==> src/rtl/conv_unit_pkg.sv <==
// conv_unit_pkg: type, trap and op codes shared by the conversion unit and the core.
package conv_unit_pkg;

    typedef enum logic [1:0] {T_I32, T_I64, T_F32, T_F64} conv_type_t;

    localparam logic [2:0] TRAP_NONE          = 3'd0;
    localparam logic [2:0] TRAP_INT_OVERFLOW  = 3'd4;
    localparam logic [2:0] TRAP_INVALID_CONV  = 3'd5;
    localparam logic [2:0] TRAP_TYPE_MISMATCH = 3'd6;
    localparam logic [2:0] TRAP_UNSUPPORTED   = 3'd7;

    localparam logic [4:0] CONV_OP_WRAP         = 5'd0;
    localparam logic [4:0] CONV_OP_EXTEND_S     = 5'd1;
    localparam logic [4:0] CONV_OP_EXTEND_U     = 5'd2;
    localparam logic [4:0] CONV_OP_I32_REINT    = 5'd3;
    localparam logic [4:0] CONV_OP_I64_REINT    = 5'd4;
    localparam logic [4:0] CONV_OP_F32_REINT    = 5'd5;
    localparam logic [4:0] CONV_OP_F64_REINT    = 5'd6;
    localparam logic [4:0] CONV_OP_I32_EXT8     = 5'd7;
    localparam logic [4:0] CONV_OP_I32_EXT16    = 5'd8;
    localparam logic [4:0] CONV_OP_I64_EXT8     = 5'd9;
    localparam logic [4:0] CONV_OP_I64_EXT16    = 5'd10;
    localparam logic [4:0] CONV_OP_I64_EXT32    = 5'd11;
    localparam logic [4:0] CONV_OP_TRUNC        = 5'd12;
    localparam logic [4:0] CONV_OP_TRUNC_SAT    = 5'd20;
    localparam logic [4:0] CONV_OP_RSVD         = 5'd28;

    typedef struct packed {
        logic [63:0] result;
        conv_type_t  rtype;
        logic [2:0]  trap;
    } conv_res_t;

    // Trunc ops sit on a multiple of 4, so op[1] selects f64 source and op[2] clear means i64 target.
    function automatic conv_type_t op_in_type(input logic [4:0] op);
        if (op >= CONV_OP_TRUNC) return op[1] ? T_F64 : T_F32;
        case (op)
            CONV_OP_WRAP, CONV_OP_F64_REINT, CONV_OP_I64_EXT8,
            CONV_OP_I64_EXT16, CONV_OP_I64_EXT32:              return T_I64;
            CONV_OP_I32_REINT:                                 return T_F32;
            CONV_OP_I64_REINT:                                 return T_F64;
            default:                                           return T_I32;
        endcase
    endfunction

    function automatic conv_type_t op_out_type(input logic [4:0] op);
        if (op >= CONV_OP_RSVD) return T_I64;
        if (op >= CONV_OP_TRUNC) return op[2] ? T_I32 : T_I64;
        case (op)
            CONV_OP_WRAP, CONV_OP_I32_REINT,
            CONV_OP_I32_EXT8, CONV_OP_I32_EXT16: return T_I32;
            CONV_OP_F32_REINT:                   return T_F32;
            CONV_OP_F64_REINT:                   return T_F64;
            default:                             return T_I64;
        endcase
    endfunction

endpackage

==> src/rtl/conv_trunc.sv <==
// conv_trunc: combinational float-to-int truncation with range check and saturation.
module conv_trunc (
    input  logic [63:0] bits,
    input  logic        is_f64,
    input  logic        sgn,
    input  logic        to_i64,
    input  logic        sat,
    output logic [63:0] value,
    output logic        invalid,
    output logic        overflow
);
    logic signed [12:0] e;
    logic        neg, nan, big, ovf;
    logic [52:0] sig;
    logic [63:0] mag, mask;
    logic [64:0] lim, tr, clamp;

    always_comb begin
        neg  = is_f64 ? bits[63] : bits[31];
        e    = is_f64 ? $signed({2'b0, bits[62:52]}) - 13'sd1023 : $signed({5'b0, bits[30:23]}) - 13'sd127;
        nan  = is_f64 ? (&bits[62:52] && |bits[51:0]) : (&bits[30:23] && |bits[22:0]);
        sig  = is_f64 ? {1'b1, bits[51:0]} : {1'b1, bits[22:0], 29'b0};
        big  = e > 13'sd63;
        mag  = e < 13'sd0 ? 64'd0 : e >= 13'sd52 ? {11'b0, sig} << 6'(e - 13'sd52) : {11'b0, sig} >> 6'(13'sd52 - e);
        mask = to_i64 ? '1 : 64'h0000_0000_FFFF_FFFF;
        // Largest magnitude allowed on this side of zero; negative unsigned only admits zero.
        lim  = !sgn ? (neg ? 65'd0 : {1'b0, mask}) : neg ? ({1'b0, mask} >> 1) + 65'd1 : {1'b0, mask} >> 1;
        ovf  = big || {1'b0, mag} > lim;
        tr   = neg ? -{1'b0, mag} : {1'b0, mag};
        clamp = neg ? -lim : lim;
        value    = nan ? 64'd0 : ((ovf ? clamp[63:0] : tr[63:0]) & mask);
        invalid  = nan && !sat;
        overflow = !nan && ovf && !sat;
    end
endmodule

==> src/rtl/conv_unit.sv <==
// conv_unit: pipelined WebAssembly numeric conversion unit with elastic result stages.
module conv_unit
    import conv_unit_pkg::*;
#(
    parameter int STAGES       = 2,
    parameter int ENABLE_TRUNC = 1,
    parameter int ENABLE_SAT   = 1
) (
    input  logic        clk,
    input  logic        reset,
    input  logic        in_valid,
    output logic        in_ready,
    input  logic [4:0]  op,
    input  logic [63:0] operand,
    input  logic [1:0]  operand_type,
    output logic        out_valid,
    input  logic        out_ready,
    output logic [63:0] result,
    output logic [1:0]  result_type,
    output logic [2:0]  trap,
    output logic        busy
);
    localparam int L = STAGES - 1;

    logic        is_trunc, is_sat, unsupported, mismatch, t_inv, t_ovf;
    logic [63:0] tv, val;
    logic [2:0]  tcode;
    conv_res_t   comp;

    conv_trunc u_trunc (
        .bits(operand), .is_f64(op[1]), .sgn(!op[0]), .to_i64(!op[2]), .sat(is_sat),
        .value(tv), .invalid(t_inv), .overflow(t_ovf)
    );

    always_comb begin
        is_trunc    = op >= CONV_OP_TRUNC && op < CONV_OP_RSVD;
        is_sat      = op >= CONV_OP_TRUNC_SAT && op < CONV_OP_RSVD;
        unsupported = op >= CONV_OP_RSVD || (is_trunc && ENABLE_TRUNC == 0) || (is_sat && ENABLE_SAT == 0);
        mismatch    = conv_type_t'(operand_type) != op_in_type(op);
        case (op)
            CONV_OP_WRAP, CONV_OP_EXTEND_U,
            CONV_OP_I32_REINT, CONV_OP_F32_REINT: val = {32'b0, operand[31:0]};
            CONV_OP_EXTEND_S, CONV_OP_I64_EXT32:  val = {{32{operand[31]}}, operand[31:0]};
            CONV_OP_I64_REINT, CONV_OP_F64_REINT: val = operand;
            CONV_OP_I32_EXT8:  val = {32'b0, {24{operand[7]}}, operand[7:0]};
            CONV_OP_I32_EXT16: val = {32'b0, {16{operand[15]}}, operand[15:0]};
            CONV_OP_I64_EXT8:  val = {{56{operand[7]}}, operand[7:0]};
            CONV_OP_I64_EXT16: val = {{48{operand[15]}}, operand[15:0]};
            default:           val = tv;
        endcase
        tcode = unsupported ? TRAP_UNSUPPORTED : mismatch ? TRAP_TYPE_MISMATCH :
                (is_trunc && t_inv) ? TRAP_INVALID_CONV : (is_trunc && t_ovf) ? TRAP_INT_OVERFLOW : TRAP_NONE;
        comp.result = tcode != TRAP_NONE ? 64'd0 : val;
        comp.rtype  = op_out_type(op);
        comp.trap   = tcode;
    end

    logic [STAGES-1:0] v, rdy;
    logic [STAGES:0]   vsrc;
    conv_res_t         stg  [STAGES];
    conv_res_t         dsrc [STAGES+1];

    assign vsrc    = {v, in_valid};
    assign dsrc[0] = comp;

    // A stage can load if anything at or beyond it is empty, or the output drains this cycle.
    for (genvar g = 0; g < STAGES; g++) begin : g_stage
        assign rdy[g]    = out_ready || !(&v[L:g]);
        assign dsrc[g+1] = stg[g];
    end

    always_ff @(posedge clk) begin
        if (reset) begin
            v <= '0;
            for (int i = 0; i < STAGES; i++) stg[i] <= '0;
        end else begin
            for (int i = 0; i < STAGES; i++) begin
                if (rdy[i]) begin
                    v[i] <= vsrc[i];
                    if (vsrc[i]) stg[i] <= dsrc[i];
                end
            end
        end
    end

    assign in_ready    = rdy[0];
    assign out_valid   = v[L];
    assign result      = stg[L].result;
    assign result_type = stg[L].rtype;
    assign trap        = stg[L].trap;
    assign busy        = |v;
endmodule
==> config.mk <==
export PLATFORM = sky130hd
export DESIGN_NAME = conv_unit
export DESIGN_NICKNAME = d
export VERILOG_FILES = /design/src/rtl/conv_unit_pkg.sv /design/src/rtl/conv_trunc.sv /design/src/rtl/conv_unit.sv
export SDC_FILE = /design/constraint.sdc
export NUM_CORES = 1
export LEC_CHECK = 0
export ABC_AREA = 1
export BUFFER_PORTS_ARGS = -buffer_cell sky130_fd_sc_hd__buf_2
export CORE_MARGIN = 5
export CORE_UTILIZATION = 33
export DETAILED_ROUTE_END_ITERATION = 6
export HOLD_SLACK_MARGIN = 0.12
export PLACE_DENSITY = 0.49
export SETUP_SLACK_MARGIN = 0.2
export SYNTH_ARGS = -nofsm -noshare
export SYNTH_HDL_FRONTEND = slang
export SYNTH_SLANG_ARGS = --single-unit
export TNS_END_PERCENT = 5
==> constraint.sdc <==
create_clock -name clk -period 17.2 [get_ports clk]
set_input_delay 1.72 -clock clk [delete_from_list [all_inputs] [get_ports clk]]
set_output_delay 1.72 -clock clk [all_outputs]
set_load 0.01 [all_outputs]
Yosys cells after proc, flatten, opt, wreduce, memory -nomap -nowiden
Memory sizes are Yosys's and may differ from the RTL's.
Cells that the tools add are included.

word-level totals
  flip-flop bits (word level) = 2
  memory bits (writable) = 138
  bits of input ports = 75
  output and inout port bits = 72
  memories kept = 1

operators by class
  add/sub/neg operators = 7
  magnitude comparators = 8
  equality and inequality tests = 12
  shifts and indexed selects = 2
  multiplexer cells = 45
  bitwise operators = 3
  reduce and logical (&&, ||, !) cells = 29

memories
  memory  words  width  read ports  clocked after Yosys merged registers in  wr ports  RTL line         RTL
  stg     2      69     2           0                                        2         conv_unit.sv:60  conv_res_t stg [STAGES];

operators by type and width
  operator                  number
  $mux W64                  9
  $pmux W64 S7              1
  $mux W69                  2
  $mux W65                  2
  $neg A64 Y64              2
  $gt A64 B65 Y1            1
  $add A63 B1 Y64 const B   1
  $and A64 B64 Y64          1
  $shl A53 B6 Y64           1
  $shr A53 B6 Y64           1
  $mux W52                  1
  $reduce_or A52 Y1         1
  $reduce_or A23 Y1         1
  $eq A5 B3 Y1 const B      4
  $eq A5 B4 Y1 const B      4
  $mux W1                   17
  $ge A13 B7 Y1 const B     1
  $gt A13 B7 Y1 const B     1
  $lt A13 B1 Y1 const B     1
  $mux W13                  1
  $mux W2                   6
  $mux W3                   4
  $pmux W2 S3               2
  $sub A11 B10 Y12 const B  1
  other kinds (21)          40

Logic depth before layout (Yosys ltp)
Gate-level depths: netlist (run 1).

  word-level depth = 18
  gate-level depth with buffers = 42

Hierarchy
Synthesis (run 1) repeated with hierarchy kept, for this count alone.

second synthesis, totals
  cells, all modules = 3545
  area total of the unflattened synthesis = 20357.0 µm²

modules (own cells, without submodules)
  module      instances  cells an instance  area each (µm²)  seq. area each (µm²)
  conv_trunc  1          2943               14008.4          0.0
  conv_unit   1          602                6348.6           4184.0

Least setup slack after synthesis (run 1)
No wires, ideal clock.

  path kind = input to register
  start point = input port operand[52]
  end point = memory stg[0][8] (netlist bit), data pin
  library setup time = 270 ps
  data arrival time = 6634 ps
  setup slack = 10295 ps
  stages on the path = 38
  path buffers = 8
  path through = ha_1 -> inv_1 -> o21ai_1 -> buf_2 -> buf_4 -> buf_2 -> ha_1 -> buf_2 -> inv_1 -> clkbuf_1 -> clkbuf_1 -> nand3_1 -> o21ai_0 -> nand2_1 -> nand3_1 -> nand3_1 -> nand3_1 -> nand2_1 -> [2 not listed] -> inv_1 -> ha_1 -> a21oi_1 -> o21a_1 -> o221ai_1 -> a211o_1 -> nand2_1 -> nand2_1 -> nand2_1 -> o211ai_1 -> o41ai_1 -> nand2_1 -> inv_1 -> clkbuf_1 -> clkbuf_1 -> nand2_1 -> o21ai_0 -> a21oi_1

RTL lines
  item                RTL line         RTL
  start: declaration  conv_unit.sv:14  input logic [63:0] operand,
  end: declaration    conv_unit.sv:60

==> Implementation_results.wiki, run 1 <==
{| class="wikitable"
! Metric !! Value
|-
| Total number of clock tree sinks || 140
|-
| Critical path startpoint category || input pin
|-
| Share of post-route cells with drive strength above 1 || 0.100
|-
| Maximum clock frequency || 105 MHz
|-
| Layout Area Growth over Synthesis || 8.07%
|-
| Share of the clock period used by the worst path after layout || 0.553
|-
| Die boundary height || 256 um
|-
| Total count of max-transition violations in the final report || 0
|-
| Via count normalized by instance count || 5.72
|-
| Max incr delay on CP || 0.63 ns
|-
| Cell count of the worst hold path || 2
|-
| Master of the slowest instance on the critical path || sky130_fd_sc_hd__buf_4
|-
| Net total in the final layout || 3666
|-
| Cell count of the worst reg-to-reg path || 8
|-
| Pin count of the biggest net entering global routing || 77
|-
| Ys Warns || 0
|-
| Global placement routability congestion || 1.03
|-
| Total of endpoints with negative setup slack in the final report || 0
|-
| Total routing usage reported by global routing || 0.305
|-
| Starting Density || 0.331
|-
| Clock buffers created by TritonCTS || 17
|-
| Setup clock skew after layout || 0.00805 ns
|-
| Bufs on Longest Clock Path || 2
|-
| Critical Path AT || 9.65 ns
|-
| Worst min-delay path endpoint || v[1]
|-
| Sequential element share of the synthesized area || 0.210
|-
| Violations in the final reports || DRC
|-
| Port Buffers || 146
|-
| Via count of the routed design || 24641
|-
| Number of DRC markers after the initial detailed-route iteration || 3034
|-
| PwrDens || 97.6 mW/mm^2
|-
| Setup_tns || 0 ns
|-
| Remaining number of nets flagged by the antenna check after routing || 0
|-
| Actual slew at the worst max-slew pin || 1.03 ns
|-
| Post-cts hold buffer count || 0
|-
| Post-route design area || 0.0215 sq mm
|-
| Die Footprint || 0.0654 sq mm
|-
| Crit path top cell by count || sky130_fd_sc_hd__nand2_1
|-
| Max-slew headroom at the worst pin || 0.316
|-
| Buffer type at the clock tree root || sky130_fd_sc_hd__clkbuf_16
|-
| CTS tree || done
|-
| Endpoint class of the critical path || register
|-
| Max-cap viol count || 0
|-
| Final number of hold-violating endpoints || 0
|-
| Placed wire-length estimate after detailed placement || 83500 um
|-
| Count of cells resized by post-cts repair || 0
|-
| Clock latency on the worst-skew pair || 0.44 ns
|-
| Post CTS Setup Buffer Count || 0
|-
| I/O Pins || 147
|-
| Worst setup path class || in2reg
|-
| Overall die width || 256 um
|-
| Crit path max fanout || 76
|-
| Ant. Diodes || 0
|-
| Number of distinct standard cells referenced by the synthesized netlist || 54
|-
| Cell Area, Synth || 0.0199 sq mm
|-
| Min Tclk post-route || 9.51 ns
|-
| Standard cell core area || 0.0601 sq mm
|-
| Count of TritonRoute iterations in the first routing pass || 7
|-
| Vias in the first global route || 22975
|-
| Gate count of the mapped netlist || 3507
|-
| Number of design rule violations left after detail routing || 5
|-
| Unrepaired setup endpoints after global routing || false
|-
| Worst Path Required || 17.34 ns
|-
| Crit Reg-Reg Startpoint || v[1]
|-
| Row count || 90
|-
| Clock Pin Slew Worst Setup and Hold Paths || 0.06 ns
|-
| Tightest Hold Check Type || reg2reg
|-
| Worst voltage drop across the vdd grid || 65.5 uV
|-
| Number of antenna violations at the first check in global routing || 0
|-
| Post-detailed-route wirelength per cell || 24.3 um
|-
| Static power due to leakage || 10.7 nW
|-
| Min-Delay Startpoint || v[0]
|-
| H-Tree Depth || 4
|-
| Reg-to-Reg End || stg[0][41]
|-
| Run status || finished with violations
|-
| Mapped Nets || 3657
|-
| Sum of routed wire length over all layers || 105000 um
|-
| Synthesis-stage register bit count || 140
|-
| Total global routing overflow || 0
|-
| First-pass GRT wire length || 152000 um
|-
| R2r setup slk || 15.22 ns
|-
| Avg Synthesized Cell Area || 5.68 sq um
|-
| Post-place instance area || 0.0210 sq mm
|}
## critical path, delay by kind of cell
family | cells | cell delay [ns]
simple gates | 13 | 2.62
xor+xnor | 1 | 0.17
compound gates | 9 | 1.38
buf+inv | 9 | 2.92
fa+ha+maj | 2 | 0.72
## Yosys cell counts, drive strengths merged
cell type	number	area, sq um
a211o	1	8.76
a211oi	1	7.51
a21oi	201	1020
a221oi	1	8.76
a31oi	1	6.26
a32oi	1	8.76
and2	4	25.0
buf	125	762
clkbuf	67	251
clkinv	1	3.75
dfxtp	2	40.0
edfxtp	138	4140
ha	75	938
inv	267	1000
nand2	1335	5170
nand3	725	3730
nand3b	1	7.51
nand4	46	288
nor2	333	1400
nor3	19	95.1
nor3b	1	7.51
nor4	11	68.8
o2111ai	1	8.76
o211ai	9	67.6
o21a	6	45.0
o21ai	111	589
o21bai	3	33.8
o221ai	5	43.8
o22ai	1	12.5
o31ai	4	30.0
o41ai	3	26.3
or2	3	18.8
xnor2	1	8.76
xor2	4	42.6
## state kept, by name, summed over array words and instances, names as in the netlist
register / count
stg: 138
v: 2
## layer usage
metal,share of wire,wire length (um),track usage,vias up
met3,0.082,8620,0.0399,218
met4,0.060,6350,0.156,0
met1,0.42,44300,0.414,11511
met2,0.44,45700,0.478,1300
li1,-,-,-,11612
met5,0,0,0,-
## cells in the final DEF (no fill, tap or decap), types with 3 or more instances in the layout
| cell type | n |
|---|---|
| sky130_fd_sc_hd__o21ai_1 | 29 |
| sky130_fd_sc_hd__o21ai_2 | 6 |
| sky130_fd_sc_hd__ha_1 | 75 |
| sky130_fd_sc_hd__o21ai_4 | 3 |
| sky130_fd_sc_hd__inv_2 | 17 |
| sky130_fd_sc_hd__nand2_4 | 7 |
| sky130_fd_sc_hd__xor2_1 | 3 |
| sky130_fd_sc_hd__o31ai_1 | 4 |
| sky130_fd_sc_hd__nor2_2 | 23 |
| sky130_fd_sc_hd__clkbuf_16 | 17 |
| sky130_fd_sc_hd__nand2_1 | 1285 |
| sky130_fd_sc_hd__nand2_2 | 42 |
| sky130_fd_sc_hd__nor3_1 | 19 |
| sky130_fd_sc_hd__inv_1 | 251 |
| sky130_fd_sc_hd__clkinvlp_4 | 5 |
| sky130_fd_sc_hd__or2_2 | 3 |
| sky130_fd_sc_hd__o221ai_1 | 4 |
| sky130_fd_sc_hd__nor2_4 | 10 |
| sky130_fd_sc_hd__nand3_1 | 706 |
| sky130_fd_sc_hd__nand3_2 | 18 |
| sky130_fd_sc_hd__nand4_1 | 46 |
| sky130_fd_sc_hd__inv_6 | 3 |
| sky130_fd_sc_hd__o211ai_1 | 9 |
| sky130_fd_sc_hd__nor4_1 | 11 |
| sky130_fd_sc_hd__and2_1 | 3 |
| sky130_fd_sc_hd__o21ai_0 | 73 |
| sky130_fd_sc_hd__buf_4 | 36 |
| sky130_fd_sc_hd__edfxtp_1 | 138 |
| sky130_fd_sc_hd__clkbuf_1 | 3 |
| sky130_fd_sc_hd__o21a_1 | 6 |
| sky130_fd_sc_hd__o41ai_1 | 3 |
| sky130_fd_sc_hd__buf_2 | 146 |
| sky130_fd_sc_hd__a21oi_1 | 196 |
| sky130_fd_sc_hd__nor2_1 | 299 |
| sky130_fd_sc_hd__a21oi_2 | 4 |
## area by class of cell
class	instances	area (sq um)
clock buffer	20	437
clock inverter	12	138
fill	6932	38600
inverter	268	1010
multi-input combinational	2907	13800
sequential	140	4180
tap	782	978
timing repair buffer	182	1000
## metrics by stage
step	total power, mW	hold slack [ns]	utilization	instances	setup WS (ns)
global route	2.23	0.524	0.358	4311	7.16
detailed placement	1.70	0.481	0.349	4279	7.53
CTS	2.07	0.490	0.358	4311	7.97
floorplan	1.27	0.453	-	3507	10.30
finish	2.10	0.490	0.358	4311	7.69
global placement	1.71	0.474	0.349	4279	7.59
## kinds of logic after synthesis
group	after synthesis	synth area share
simple gates	2478	0.543
buf+inv	460	0.101
compound gates	349	0.0964
flops	140	0.210
fa+ha+maj	75	0.0471
xor+xnor	5	0.00257
## worst max-delay path by stage
stage	endpoint	from	depth (start not counted)	slack, ns
after detailed placement	stg[0][33]	op[1]	34	7.53
after CTS	stg[0][33]	op[1]	34	7.97
after global placement	stg[0][7]	op[1]	34	7.59
after global routing	stg[0][15]	op[1]	29	7.16
final	stg[0][41]	op[1]	34	7.69
after floorplan	stg[0][8]	operand[52]	38	10.30
## power by group
group,switching [mW],internal [mW]
Combinational,0.990,0.334
Sequential,0.00711,0.402
Clock,0.154,0.215
Total,1.15,0.951
Power figures use the tool's default switching activity.
==> run 2: changes to the inputs <==
--- a/config.mk
+++ b/config.mk
@@ -5,13 +5,13 @@
 export SDC_FILE = /design/constraint.sdc
 export NUM_CORES = 1
 export LEC_CHECK = 0
-export ABC_AREA = 1
+export ABC_AREA = 0
 export BUFFER_PORTS_ARGS = -buffer_cell sky130_fd_sc_hd__buf_2
 export CORE_MARGIN = 5
 export CORE_UTILIZATION = 33
 export DETAILED_ROUTE_END_ITERATION = 6
 export HOLD_SLACK_MARGIN = 0.12
-export PLACE_DENSITY = 0.49
+export PLACE_DENSITY = 0.51
 export SETUP_SLACK_MARGIN = 0.2
 export SYNTH_ARGS = -nofsm -noshare
 export SYNTH_HDL_FRONTEND = slang
==> constraint.sdc (replaced) <==
create_clock -name clk -period 8.21 [get_ports clk]
set_input_delay 0.821 -clock clk [delete_from_list [all_inputs] [get_ports clk]]
set_output_delay 0.821 -clock clk [all_outputs]
set_load 0.01 [all_outputs]
==> run 2 against run 1 <==
- the flow now finishes without violations
- synthesized cell count is 28% lower
- first-iteration DRC count up 3.4%
- worst hold slack better by 0.022 ns
- cell area increased by 9.5%
- register-to-register slack got worse by 9.3 ns
- utilization rose by 2.6 points
- global-route usage rose by 3.7 points
- clock skew hardly changed
- critical endpoint is now stg[0][20]
- highest routed layer is now met5
==> Implementation_results.wiki, run 2 <==
{| class="wikitable"
! Metric !! Value
|-
| Max-cap viol count || 0
|-
| Layout Area Growth over Synthesis || 16.2%
|-
| Final number of hold-violating endpoints || 0
|-
| Clock latency on the worst-skew pair || 0.43 ns
|-
| Endpoint class of the critical path || register
|-
| Row count || 91
|-
| Top-count cell post-synth || sky130_fd_sc_hd__nand2_1
|-
| Overall die width || 258 um
|-
| Share of post-route cells with drive strength above 1 || 0.223
|-
| Crit path top cell by count || sky130_fd_sc_hd__buf_4
|-
| Unrepaired setup endpoints after global routing || false
|-
| CTS tree || done
|-
| Global Route met2 Usage || 0.561
|-
| Net total in the final layout || 2881
|-
| Total count of max-transition violations in the final report || 0
|-
| Worst setup path class || in2reg
|-
| First-pass GRT wire length || 168000 um
|-
| Sum of routed wire length over all layers || 120000 um
|-
| Static power due to leakage || 9.57 nW
|-
| Max-slew headroom at the worst pin || 0.100
|-
| Critical Path AT || 8.05 ns
|-
| Most common library cells after synthesis || 208 x sky130_fd_sc_hd__nand2_1, 186 x sky130_fd_sc_hd__a21oi_1, 171 x sky130_fd_sc_hd__nor2_1, 151 x sky130_fd_sc_hd__nand3_1, 140 x sky130_fd_sc_hd__o21ai_0
|-
| Number of antenna violations at the first check in global routing || 3
|-
| Total number of clock tree sinks || 140
|-
| Flip-flop count of the largest register after layout || 138
|-
| Reg area || 0.00418 sq mm
|-
| Die Footprint || 0.0666 sq mm
|-
| I/O Pins || 147
|-
| Critical path startpoint category || input pin
|-
| Dominant cells by area after synthesis || sky130_fd_sc_hd__edfxtp_1 20%, sky130_fd_sc_hd__mux2i_1 5.1%, sky130_fd_sc_hd__ha_1 4.6%
|-
| Worst voltage drop across the vdd grid || 122 uV
|-
| Standard cell core area || 0.0614 sq mm
|-
| Bufs on Longest Clock Path || 2
|-
| Clock buffers created by TritonCTS || 17
|-
| Dominant register cell in the synthesized netlist || sky130_fd_sc_hd__edfxtp_1
|-
| Met3 Usage GRT || 0.0490
|-
| PwrDens || 213 mW/mm^2
|-
| Clock Pin Slew Worst Setup and Hold Paths || 0.06 ns
|-
| Avg Synthesized Cell Area || 8.00 sq um
|-
| Area used by multi-input combinational logic || 0.0148 sq mm
|-
| Register with the highest flop count || stg
|-
| Number of design rule violations left after detail routing || 0
|-
| Share of the clock period used by the worst path after layout || 0.948
|-
| Run status || complete, no violations
|-
| Commonest non-fill, non-tap cell in the layout || sky130_fd_sc_hd__buf_4
|-
| Starting Density || 0.331
|-
| Synthesis-stage register bit count || 140
|-
| Maximum clock frequency || 128 MHz
|-
| Total routing usage reported by global routing || 0.343
|-
| Tot Pwr || 5.01 mW
|-
| Number of synthesized flops with an enable pin || 138
|-
| Sequential element share of the synthesized area || 0.206
|-
| Remaining number of nets flagged by the antenna check after routing || 0
|-
| Via count of the routed design || 23428
|-
| Total of endpoints with negative setup slack in the final report || 0
|-
| Total global routing overflow || 0
|-
| Post-detailed-route wirelength per cell || 33.9 um
|-
| Post CTS Setup Buffer Count || 0
|-
| Placed wire-length estimate after detailed placement || 96900 um
|-
| Worst Path Required || 8.47 ns
|-
| Port Buffers || 146
|-
| Master of the slowest instance on the critical path || sky130_fd_sc_hd__nor2_2
|-
| Crit path max fanout || 30
|-
| Actual slew at the worst max-slew pin || 1.34 ns
|-
| Number of distinct standard cells referenced by the synthesized netlist || 115
|-
| Cell Area, Synth || 0.0203 sq mm
|-
| Tightest Hold Check Type || reg2reg
|-
| Setup clock skew after layout || 0.00765 ns
|-
| Most frequent cells in the layout || 249 x sky130_fd_sc_hd__buf_4, 208 x sky130_fd_sc_hd__nand2_1, 186 x sky130_fd_sc_hd__a21oi_1
|-
| Min Tclk post-route || 7.78 ns
|-
| Max incr delay on CP || 0.79 ns
|-
| Gate count of the mapped netlist || 2538
|-
| Via count normalized by instance count || 6.63
|-
| Ant. Diodes || 0
|-
| Pin count of the biggest net entering global routing || 71
|-
| Area fraction of the dominant cell type after synthesis || 0.204
|-
| Global-route met1 utilization || 0.424
|-
| Worst hold slack || 0.512 ns
|-
| Library cell with the largest summed area after synthesis || sky130_fd_sc_hd__edfxtp_1
|-
| Global placement routability congestion || 1.05
|-
| Die boundary height || 258 um
|-
| Ys Warns || 0
|-
| Share of flip-flops with an asynchronous set or reset after synthesis || 0
|-
| Largest registers in the final layout || stg (138), v (2)
|-
| Count of TritonRoute iterations in the first routing pass || 7
|-
| Vias in the first global route || 22318
|-
| Mapped Nets || 2688
|-
| Most heavily used metal layer in global routing || met2
|-
| H-Tree Depth || 4
|-
| Buffer type at the clock tree root || sky130_fd_sc_hd__clkbuf_16
|-
| Filler instances || 6399
|-
| Number of DRC markers after the initial detailed-route iteration || 3138
|}
[run 2: where the power goes]
| group | internal, mW | switching (mW) | leakage, nW |
|---|---|---|---|
| Clock | 0.417 | 0.308 | 0.260 |
| Combinational | 1.15 | 2.28 | 7.79 |
| Sequential | 0.840 | 0.0141 | 1.52 |
[run 2: cells by family after synthesis]
group	share of synthesized area
adders and majority gates	0.0462
xor gates and xnor gates	0.0258
muxes	0.119
DFF	0.206
buffers and inverters	0.0698
AOI/OAI and AO/OA	0.299
and+or+nand+nor	0.234
[run 2: path summary, 6_finish.rpt]
kind,from,to,slack [ns],depth (start not counted)
max,op[1],stg[0][20],0.43,31
min,stg[0][51],stg[0][120],0.51,1
max reg2reg,v[1],stg[0][41],5.92,7
min reg2reg,stg[0][51],stg[0][120],0.51,1
[run 2: cell type report]
| class | instances | area share |
|---|---|---|
| Clock buffer | 19 | 0.0184 |
| Clock inverter | 13 | 0.00504 |
| Inverter | 60 | 0.00955 |
| Multi-Input combinational cell | 2108 | 0.629 |
| Sequential cell | 140 | 0.177 |
| Tap cell | 790 | 0.0419 |
| Timing Repair Buffer | 404 | 0.119 |
[run 2: timing repair]
action | in CTS | in global routing
hold buffers | 0 | 0
endpoints found under the hold margin | 0 | 0
gates resized for setup | 1 | 6
pin swaps | 0 | 0
setup endpoints to repair | 1 | 22
[run 2: stage by stage]
step           setup slack (ns)   util  area, sq um  TNS (ns)  instances
2_1_floorplan             0.675      -        20300         0       2538
3_3_place_gp             -0.205  0.375        23000    -0.205       3502
3_5_place_dp             -0.240  0.375        23000    -0.298       3502
4_1_cts                   0.412  0.384        23600         0       3534
5_1_grt                   0.305  0.384        23600         0       3534
6_report                  0.425  0.384        23600         0       3534
[run 2: critical path, delay by kind of cell]
family / cells / cell delay (ns)
AND/OR/NAND/NOR: 4 / 1.29
AO/OA/AOI/OAI: 16 / 3.41
buffers and inverters: 9 / 1.92
adder cells (fa/ha/maj): 2 / 0.58
[run 2: layer usage]
layer,wire [um],vias up
li1,-,10246
met1,46400,11432
met2,54600,1418
met3,9120,330
met4,9710,2
met5,13,-
